==> config.mk <==
export PLATFORM = sky130hd
export DESIGN_NAME = memchip_banked
export DESIGN_NICKNAME = d
export VERILOG_FILES = /design/src/rtl/memchip_pkg.sv /design/src/rtl/mem_bank.sv /design/src/rtl/memchip_banked.sv
export SDC_FILE = /design/constraint.sdc
export NUM_CORES = 1
export LEC_CHECK = 0
export CELL_PAD_IN_SITES_DETAIL_PLACEMENT = 1
export CELL_PAD_IN_SITES_GLOBAL_PLACEMENT = 2
export CORE_MARGIN = 3
export CORE_UTILIZATION = 40
export DETAILED_ROUTE_END_ITERATION = 12
export GPL_TIMING_DRIVEN = 0
export MAX_ROUTING_LAYER = met4
export PLACE_DENSITY_LB_ADDON = 0.12
export SLEW_MARGIN = 0
export SYNTH_ARGS = -nofsm -noshare
export SYNTH_HDL_FRONTEND = slang
export SYNTH_SLANG_ARGS = --single-unit
==> constraint.sdc <==
create_clock -name clk -period 2.8 [get_ports clk]
set_clock_uncertainty 0.1 [all_clocks]
set_input_delay 0.28 -clock clk [delete_from_list [all_inputs] [get_ports clk]]
set_output_delay 0.28 -clock clk [all_outputs]
set_load 0.005 [all_outputs]
==> src/rtl/memchip_pkg.sv <==
// memchip_pkg: shared types and address decode for memchip_banked
package memchip_pkg;
   typedef enum logic [1:0] {INIT, IDLE, RESP} state_t;
   typedef enum logic [1:0] {REG_ROM, REG_RAM, REG_NONE} region_t;
   typedef struct packed {
      region_t    region;
      logic [1:0] bank;
   } decode_t;
   // int-wide compares keep the region checks free of address wrap-around
   function automatic decode_t decode(input int a, input int rom_depth, input int ram_banks,
                                      input int bank_depth, input int ram_base, input int bank_stride);
      decode_t d;
      d.region = a < rom_depth ? REG_ROM : REG_NONE;
      d.bank = '0;
      for (int k = 0; k < 4; k++)
         if (k < ram_banks && a >= ram_base + k * bank_stride && a < ram_base + k * bank_stride + bank_depth) begin
            d.region = REG_RAM;
            d.bank = 2'(k);
         end
      return d;
   endfunction
endpackage

==> src/rtl/mem_bank.sv <==
// mem_bank: single-port RAM bank, synchronous write, combinational read
module mem_bank #(
   parameter int DEPTH = 8,
   parameter int W     = 16,
   parameter int AW    = 3
) (
   input  logic          clk,
   input  logic          we,
   input  logic [AW-1:0] addr,
   input  logic [W-1:0]  wdata,
   output logic [W-1:0]  rdata
);
   logic [W-1:0] mem [DEPTH];
   always_ff @(posedge clk)
      if (we) mem[addr] <= wdata;
   assign rdata = mem[addr];
endmodule

==> src/rtl/memchip_banked.sv <==
// memchip_banked: ROM + banked RAM behind a req/ready/valid port with post-reset RAM clear.
// Optional MEMCHIP_PARITY_EN adds a stored even-parity bit per RAM word and a par_err output.
module memchip_banked
   import memchip_pkg::*;
#(
   parameter int DATA_W      = 16,
   parameter int ADDR_W      = 6,
   parameter int ROM_DEPTH   = 16,
   parameter int RAM_BANKS   = 2,
   parameter int BANK_DEPTH  = 8,
   parameter int RAM_BASE    = 16,
   parameter int BANK_STRIDE = 16
) (
   input  logic              clk,
   input  logic              rst,
   input  logic              req,
   input  logic              rw,
   input  logic [ADDR_W-1:0] addr,
   input  logic [DATA_W-1:0] in,
   output logic              ready,
   output logic              valid,
   output logic [DATA_W-1:0] out,
   output logic              err
`ifdef MEMCHIP_PARITY_EN
   ,
   output logic              par_err
`endif
);
   localparam int IW = BANK_DEPTH > 1 ? $clog2(BANK_DEPTH) : 1;
`ifdef MEMCHIP_PARITY_EN
   localparam int BW = DATA_W + 1;
`else
   localparam int BW = DATA_W;
`endif
   state_t         state;
   logic [IW-1:0]  idx;
   logic           err_q;
   decode_t        dec;
   logic           accept;
   logic           bad;
   logic           ram_rd;
   logic [BW-1:0]  wword;
   logic [BW-1:0]  rd;
   logic [BW-1:0]  rdata [RAM_BANKS];
   function automatic logic [DATA_W-1:0] rom_word(input logic [ADDR_W-1:0] a);
      return ~DATA_W'(a);
   endfunction
   assign dec = decode(int'(addr), ROM_DEPTH, RAM_BANKS, BANK_DEPTH, RAM_BASE, BANK_STRIDE);
   assign accept = state == IDLE && req;
   assign bad = dec.region == REG_NONE || (dec.region == REG_ROM && rw);
   assign ram_rd = dec.region == REG_RAM && !rw;
`ifdef MEMCHIP_PARITY_EN
   assign wword = {^in, in};
`else
   assign wword = in;
`endif
   for (genvar k = 0; k < RAM_BANKS; k++) begin : g_bank
      logic we;
      assign we = !rst && (state == INIT || (accept && rw && dec.region == REG_RAM && dec.bank == 2'(k)));
      mem_bank #(.DEPTH(BANK_DEPTH), .W(BW), .AW(IW)) u_bank (
         .clk   (clk),
         .we    (we),
         .addr  (state == INIT ? idx : addr[IW-1:0]),
         .wdata (state == INIT ? '0 : wword),
         .rdata (rdata[k])
      );
   end
   always_comb begin
      rd = '0;
      for (int k = 0; k < RAM_BANKS; k++)
         if (dec.bank == 2'(k)) rd = rdata[k];
   end
   // a reset arriving during RESP suppresses the pending response
   assign ready = state == IDLE;
   assign valid = state == RESP && !rst;
   assign err = err_q && !rst;
   always_ff @(posedge clk)
      if (rst) begin
         state <= INIT;
         idx <= '0;
         err_q <= 1'b0;
         out <= '0;
`ifdef MEMCHIP_PARITY_EN
         par_err <= 1'b0;
`endif
      end else begin
         idx <= state == INIT ? idx + IW'(1) : idx;
         state <= state == INIT ? (idx == IW'(BANK_DEPTH - 1) ? IDLE : INIT) :
                  state == RESP ? IDLE : accept ? RESP : state;
         err_q <= accept && bad;
         if (accept && !rw && dec.region == REG_ROM) out <= rom_word(addr);
         else if (accept && ram_rd) out <= rd[DATA_W-1:0];
`ifdef MEMCHIP_PARITY_EN
         par_err <= accept ? ram_rd && ^rd : par_err;
`endif
      end
endmodule

* Word-level counts from Yosys, hierarchy flattened
Memory sizes are Yosys's and may differ from the RTL's. Cells that the tools add are included.
Storage, ports and cells: bits in registers 22, bits in latches 0, RAM bits 256, bits in read-only memories 0, bits of input ports 26, logic and storage cells 63, memories 2
Memories:
- g_bank[0].u_bank.mem | depth 8, bits a word 16, rd ports 1, clocked after Yosys merged registers in 0, write ports 1, line mem_bank.sv:13 | logic [W-1:0] mem [DEPTH];
- g_bank[1].u_bank.mem | depth 8, bits a word 16, rd ports 1, clocked after Yosys merged registers in 0, write ports 1, line mem_bank.sv:13
Cells by class: $add $sub $neg 1, multiply operators 0, divide/modulo/power cells 0, magnitude comparators 5, eq/ne operators 6, shifts and indexed selects 0, mux-type cells 17, bitwise logic cells 1, reduce and logical (&&, ||, !) cells 27
Operators with widths (number):
- $mux 16 | 5
- $logic_and 1x1->1 | 17
- $not 6->16 | 1
- $lt 6x5->1 const B | 2
- $mux 2 | 4
- $mux 4 | 2
- $eq 2x1->1 const B | 3
- $ge 6x5->1 const B | 1
- $ge 6x6->1 const B | 1
- $logic_not 2->1 | 3
- $lt 6x6->1 const B | 1
- $mux 1 | 5
- $eq 2x2->1 const B | 2
- $add 3x1->3 const B | 1
- $eq 3x3->1 const B | 1
- $logic_or 1x1->1 | 3
- $mux 3 | 1
- $reduce_bool 3->1 | 1
- $logic_not 1->1 | 2
- $reduce_bool 2->1 | 1

* Longest topological paths before layout
depth after elaboration 11, mapped depth 9, mapped depth without buffers 6

* Modules after synthesis
From an unflattened synthesis, not the netlist that was laid out.
Unflattened totals: cells, all modules 596, area, all modules 11299.6 um2
Modules (own cells, without submodules):
- mem_bank | times used 2, cells an instance 222, area each 4972.3 um2
- memchip_banked | times used 1, cells an instance 152, area each 1355.0 um2

* Worst setup path after synthesis
OpenSTA, ideal clock, no wires.
kind reg2reg, start register state[1], end memory g_bank[1].u_bank.mem[0][0] (enable), setup time 409 ps, data arrival time 2588 ps, data required time 2291 ps, path slack -297 ps, cell stages (with the launch flop) 7, path buffers 3, cell sequence dfxtp_1 -> or2_1 -> buf_6 -> mux2_4 -> clkbuf_1 -> clkbuf_1 -> nor3_1
On the way: longest elaborated chain between the ends 9, elaborated cells on any way between the ends 11, those cells by class eq/ne (1); mux (3); reduce/logical (7)
RTL lines:
- start, declared | line memchip_banked.sv:35 | state_t state;
- start signal, assigned | line memchip_banked.sv:88 | state <= state == INIT ? (idx == IW'(BANK_DEPTH - 1) ? IDLE : INIT) :
- $eq 2x1->1 | line memchip_banked.sv:49 | assign accept = state == IDLE && req;
- $logic_and 1x1->1 | line memchip_banked.sv:49
- $logic_and 1x1->1 (3 in a row) | line memchip_banked.sv:59 | assign we = !rst && (state == INIT || (accept && rw && dec.region == REG_RAM && dec.bank == 2'(k)));
- $logic_or 1x1->1 | line memchip_banked.sv:59
- $logic_and 1x1->1 | line memchip_banked.sv:59
- $mux 1 | line mem_bank.sv:15 | if (we) mem[addr] <= wdata;
- $mux 1 (implied by the code) | line mem_bank.sv:15
- end, declared | line mem_bank.sv:13
Several ways; a longest one is shown, not always the timed one.

* Worst setup path after layout
start register state[1], end register out[4]
On the way: longest elaborated chain between the ends 7, elaborated cells on any way between the ends 14, those cells by class eq/ne (1); mux (5); reduce/logical (6); memory (2)
RTL lines:
- $logic_not 2->1 | line memchip_banked.sv:63 | .addr (state == INIT ? idx : addr[IW-1:0]),
- $mux 3 | line memchip_banked.sv:63
- $mem_v2 8x16
- $mux 16 (2 in a row) | line memchip_banked.sv:71 | if (dec.bank == 2'(k)) rd = rdata[k];
- $mux 16 | line memchip_banked.sv:92 | else if (accept && ram_rd) out <= rd[DATA_W-1:0];
- $mux 16 | line memchip_banked.sv:91 | if (accept && !rw && dec.region == REG_ROM) out <= rom_word(addr);
- end signal, assigned | line memchip_banked.sv:91
- end signal, assigned | line memchip_banked.sv:92
- end, declared | line memchip_banked.sv:22 | output logic [DATA_W-1:0] out,
Several ways; a longest one is shown, not always the timed one. The select of a mux whose other input is x is not followed. A chain may end at the register's enable or synchronous reset.

==> impl_results.md <==
- DRC Markers: 0
- Logic pwr share: 11.7%
- PnR worst setup slack: 0.0531 ns
- Seq pwr share: 49.9%
- Top FF cell, synth: edfxtp_1
- Area of the core: 0.0271 mm^2
- Actual slew at the worst max-slew pin: roughly 0.91 ns
- Post-synth EDFFs: 256
- Vias in the first global route: between 7k and 8k
- Die Width: between 150 and 200 um
- TritonCTS Buffers: 29
- Critical Path Sink Type: register
- Final setup vio count: 0
- RSZ-0062 raised after global routing: false
- Clk pin slew, worst setup/hold paths: 0.06 ns
- Sw power: roughly 2.3 mW
- Port bufs: 42
- Distinct cells, synth: 60
- # nets final: 884
- Placer Congestion: 0.829
- Pin count of the biggest net entering global routing: 17
- Initial Utilization: 41.0%
- Dpl cell area: around 0.012 mm^2
- I/O pin count: 45
- Clock sink total: 278
- Status: finished, final reports clean
- Max cap viols: 0
- Clk pwr share: 38.4%
- Leakage: 4.69 nW
- Switching share of power: about a quarter
- Worst rel slew slack: between 30% and 40%
- VDD IR-drop max: 0.000451 V
- Final ANT Viol Nets: 0
- H-tree levels: 1
- GR Util met1: 34.6%
- Syn Std Cell Area: 0.0111 mm^2
- Worst Hold Class: input port to register
- Final hold slack: 0.347 ns
- Post-route cell area: 0.0138 mm^2
- Post-synthesis async set-or-reset flop share: 0%
- Crit Path Category: register to register
- Critical Path, Cell by Cell: or2_1 -> buf_6 -> mux2_4 -> buf_6 -> clkbuf_2 -> nor2_1 -> a2111oi_0 -> nor4_1
- CP max stage delay: about 0.6 ns
- Fin util: 51.1%
- Seq/Total Area, Yosys: 73.1%
- CTS max path bufs: 3
- Drt wl/cell: about 31 um
- Synth Area per Inst: 15.2 um^2
- DR vias/cell: 5.95
- Met2 GRT Util: 42.9%
- Pwr dens: 675 mW/mm^2
- CP Buf/Inv Count: 3
- Worst-path maximum fanout: 10
- Final setup TNS: 0 ns
- Share of cells above drive strength 1: 20.5%
- Final max-slew violation count: 0
- Syn Nets: 759
- P_int: 7.02 mW
- Skew-Pair Late Insertion Delay: 0.54 ns
- DRT Pass-1 Iters: 5
- Yosys warns: 0
- R2r setup slk: 0.05 ns
- Place WS: -1.21 ns
- Critical path arrival: ~3 ns
- Iteration-0 DRC count of the detailed router: 882
- Layout area overhead: 24.5%
- Grt met3 use: under 10%
- Worst EP required: 3.09 ns
- Crit start category: register
- FF+latch count, synth: 278
- Most frequent CP cell: buf_6
- CTS tree: yes
- Fmax: 364 MHz
- Final Hold Fails: 0
- Via count: 7439
- Clock period minus worst slack: between 2 and 3 ns
- Clock Tree Root: clkbuf_16
- Die area: ~0.030 mm^2
- Die height: 173 um
- GRT overflow: 0
- Grt peak-use layer: met2
- Gr usage total: a little over a quarter
- Post-Route WL: 39300 um
- Kind of cell adding the most delay to the critical path: buffers and inverters
- CP max stage cell: a2111oi_0
- Synth Instances: 731
- Final period util: between 90% and 100%
- Row count: 60
- First-pass GRT wire length: 55400 um
- Post-DP HPWL: between 20000 and 30000 um
- Initial antenna violation count: 1
cell usage after synthesis (all sizes together), types with 4 or more instances:
master / count / share of area (%)
mux2i: 38 / 3.7
and2: 17 / 0.96
a22oi: 17 / 1.1
a22o: 5 / 0.39
clkbuf: 14 / 0.47
a2111oi: 10 / 0.83
nor2: 40 / 1.4
o21ai: 23 / 1.1
mux2: 14 / 1.5
a221o: 13 / 1.2
dfxtp: 22 / 4.0
o2bb2ai: 5 / 0.39
o22ai: 10 / 0.56
a211oi: 9 / 0.61
a31oi: 4 / 0.23
nor4: 6 / 0.34
buf: 24 / 1.4
a21oi: 36 / 1.6
edfxtp: 256 / 69
nor2b: 9 / 0.51
nor3: 10 / 0.45
nand2: 85 / 2.9
o221a: 4 / 0.41
a222oi: 8 / 0.72
a221oi: 10 / 0.84
sequential cells by signal, summed over array words and instances, names as in the netlist:
register           count
out                   16
idx                    3
state                  2
g_bank.u_bank.mem    256
err_q                  1
layer usage:
| metal | vias up | wire (um) |
|---|---|---|
| met5 | - | 0 |
| met4 | 0 | 1450 |
| met3 | 99 | 3040 |
| met2 | 360 | 18900 |
| met1 | 3830 | 15900 |
| li1 | 3150 | - |
metrics by stage:
stage / std cells / power, mW
6_report: 1251 / 9.35
3_3_place_gp: 1145 / 5.65
2_1_floorplan: 731 / 5.22
3_5_place_dp: 1165 / 5.75
4_1_cts: 1243 / 9.37
5_1_grt: 1250 / 9.63
timing repair:
item / in CTS / in global routing
cloned: 0 / 0
endpoints found under the setup margin: 431 / 151
pin swaps: 16 / 0
resized for setup: 38 / 8
hold buffers: 0 / 0
buffers inserted: 26 / 6
cells by family (layout without fill, tap and decap cells):
logic type / after synthesis / in the layout / share of synthesized area, %
DFF: 278 / 278 / 73.1
and+or+nand+nor: 183 / 183 / 7.68
AOI/OAI and AO/OA: 172 / 172 / 11.4
muxes: 53 / 53 / 5.40
buffers and inverters: 41 / 187 / 2.02
adders and majority gates: 2 / 2 / 0.225
xor gates and xnor gates: 2 / 2 / 0.158
other: 0 / 2 / 0
placed cells by master (no fill, tap or decap), types with 14 or more instances in the layout:
cell / instances
a21oi_1: 35
a22oi_1: 17
and2_1: 17
buf_4: 32
clkbuf_16: 29
clkdlybuf4s50_1: 42
dfxtp_1: 22
edfxtp_1: 256
mux2i_1: 33
nand2_1: 85
nor2_1: 23
nor2_4: 14
o21ai_0: 18
power groups by stage:
stage / Sequential, mW / Clock, mW / Combinational, mW
after floorplan: 4.74 / 0 / 0.482
after global placement: 4.75 / 0 / 0.900
after detailed placement: 4.75 / 0 / 0.994
after CTS: 4.66 / 3.64 / 1.06
after global routing: 4.67 / 3.82 / 1.14
final: 4.66 / 3.59 / 1.09
path summary, 6_finish.rpt:
check / start / to / cells past startpoint
max: state[1]$_SDFFE_PP0P_ / out[4]$_SDFFE_PP0P_ / 8
min: req / state[1]$_SDFFE_PP0P_ / 3
max reg2reg: state[1]$_SDFFE_PP0P_ / out[4]$_SDFFE_PP0P_ / 8
min reg2reg: out[10]$_SDFFE_PP0P_ / out[10]$_SDFFE_PP0P_ / 2
area by class of cell:
type                            instances  area (um^2)
Fill cell                            2625        13300
Sequential cell                       278         8130
Multi-Input combinational cell        412         2970
Timing Repair Buffer                   94         1140
Clock buffer                           37          786
Tap cell                              372          465
Buffer                                 38          243
Clock inverter                         15         88.8
Inverter                                3         11.3
Antenna cell                            2         5.00
worst reg2reg max path, stage by stage, from the launching register on:
cell,delay (ns)
dfxtp_1,0.32
or2_1,0.24
buf_6,0.15
mux2_4,0.29
buf_6,0.24
clkbuf_2,0.46
nor2_1,0.11
a2111oi_0,0.60
nor4_1,0.11
Note: power is estimated with default switching activity, not from simulation.
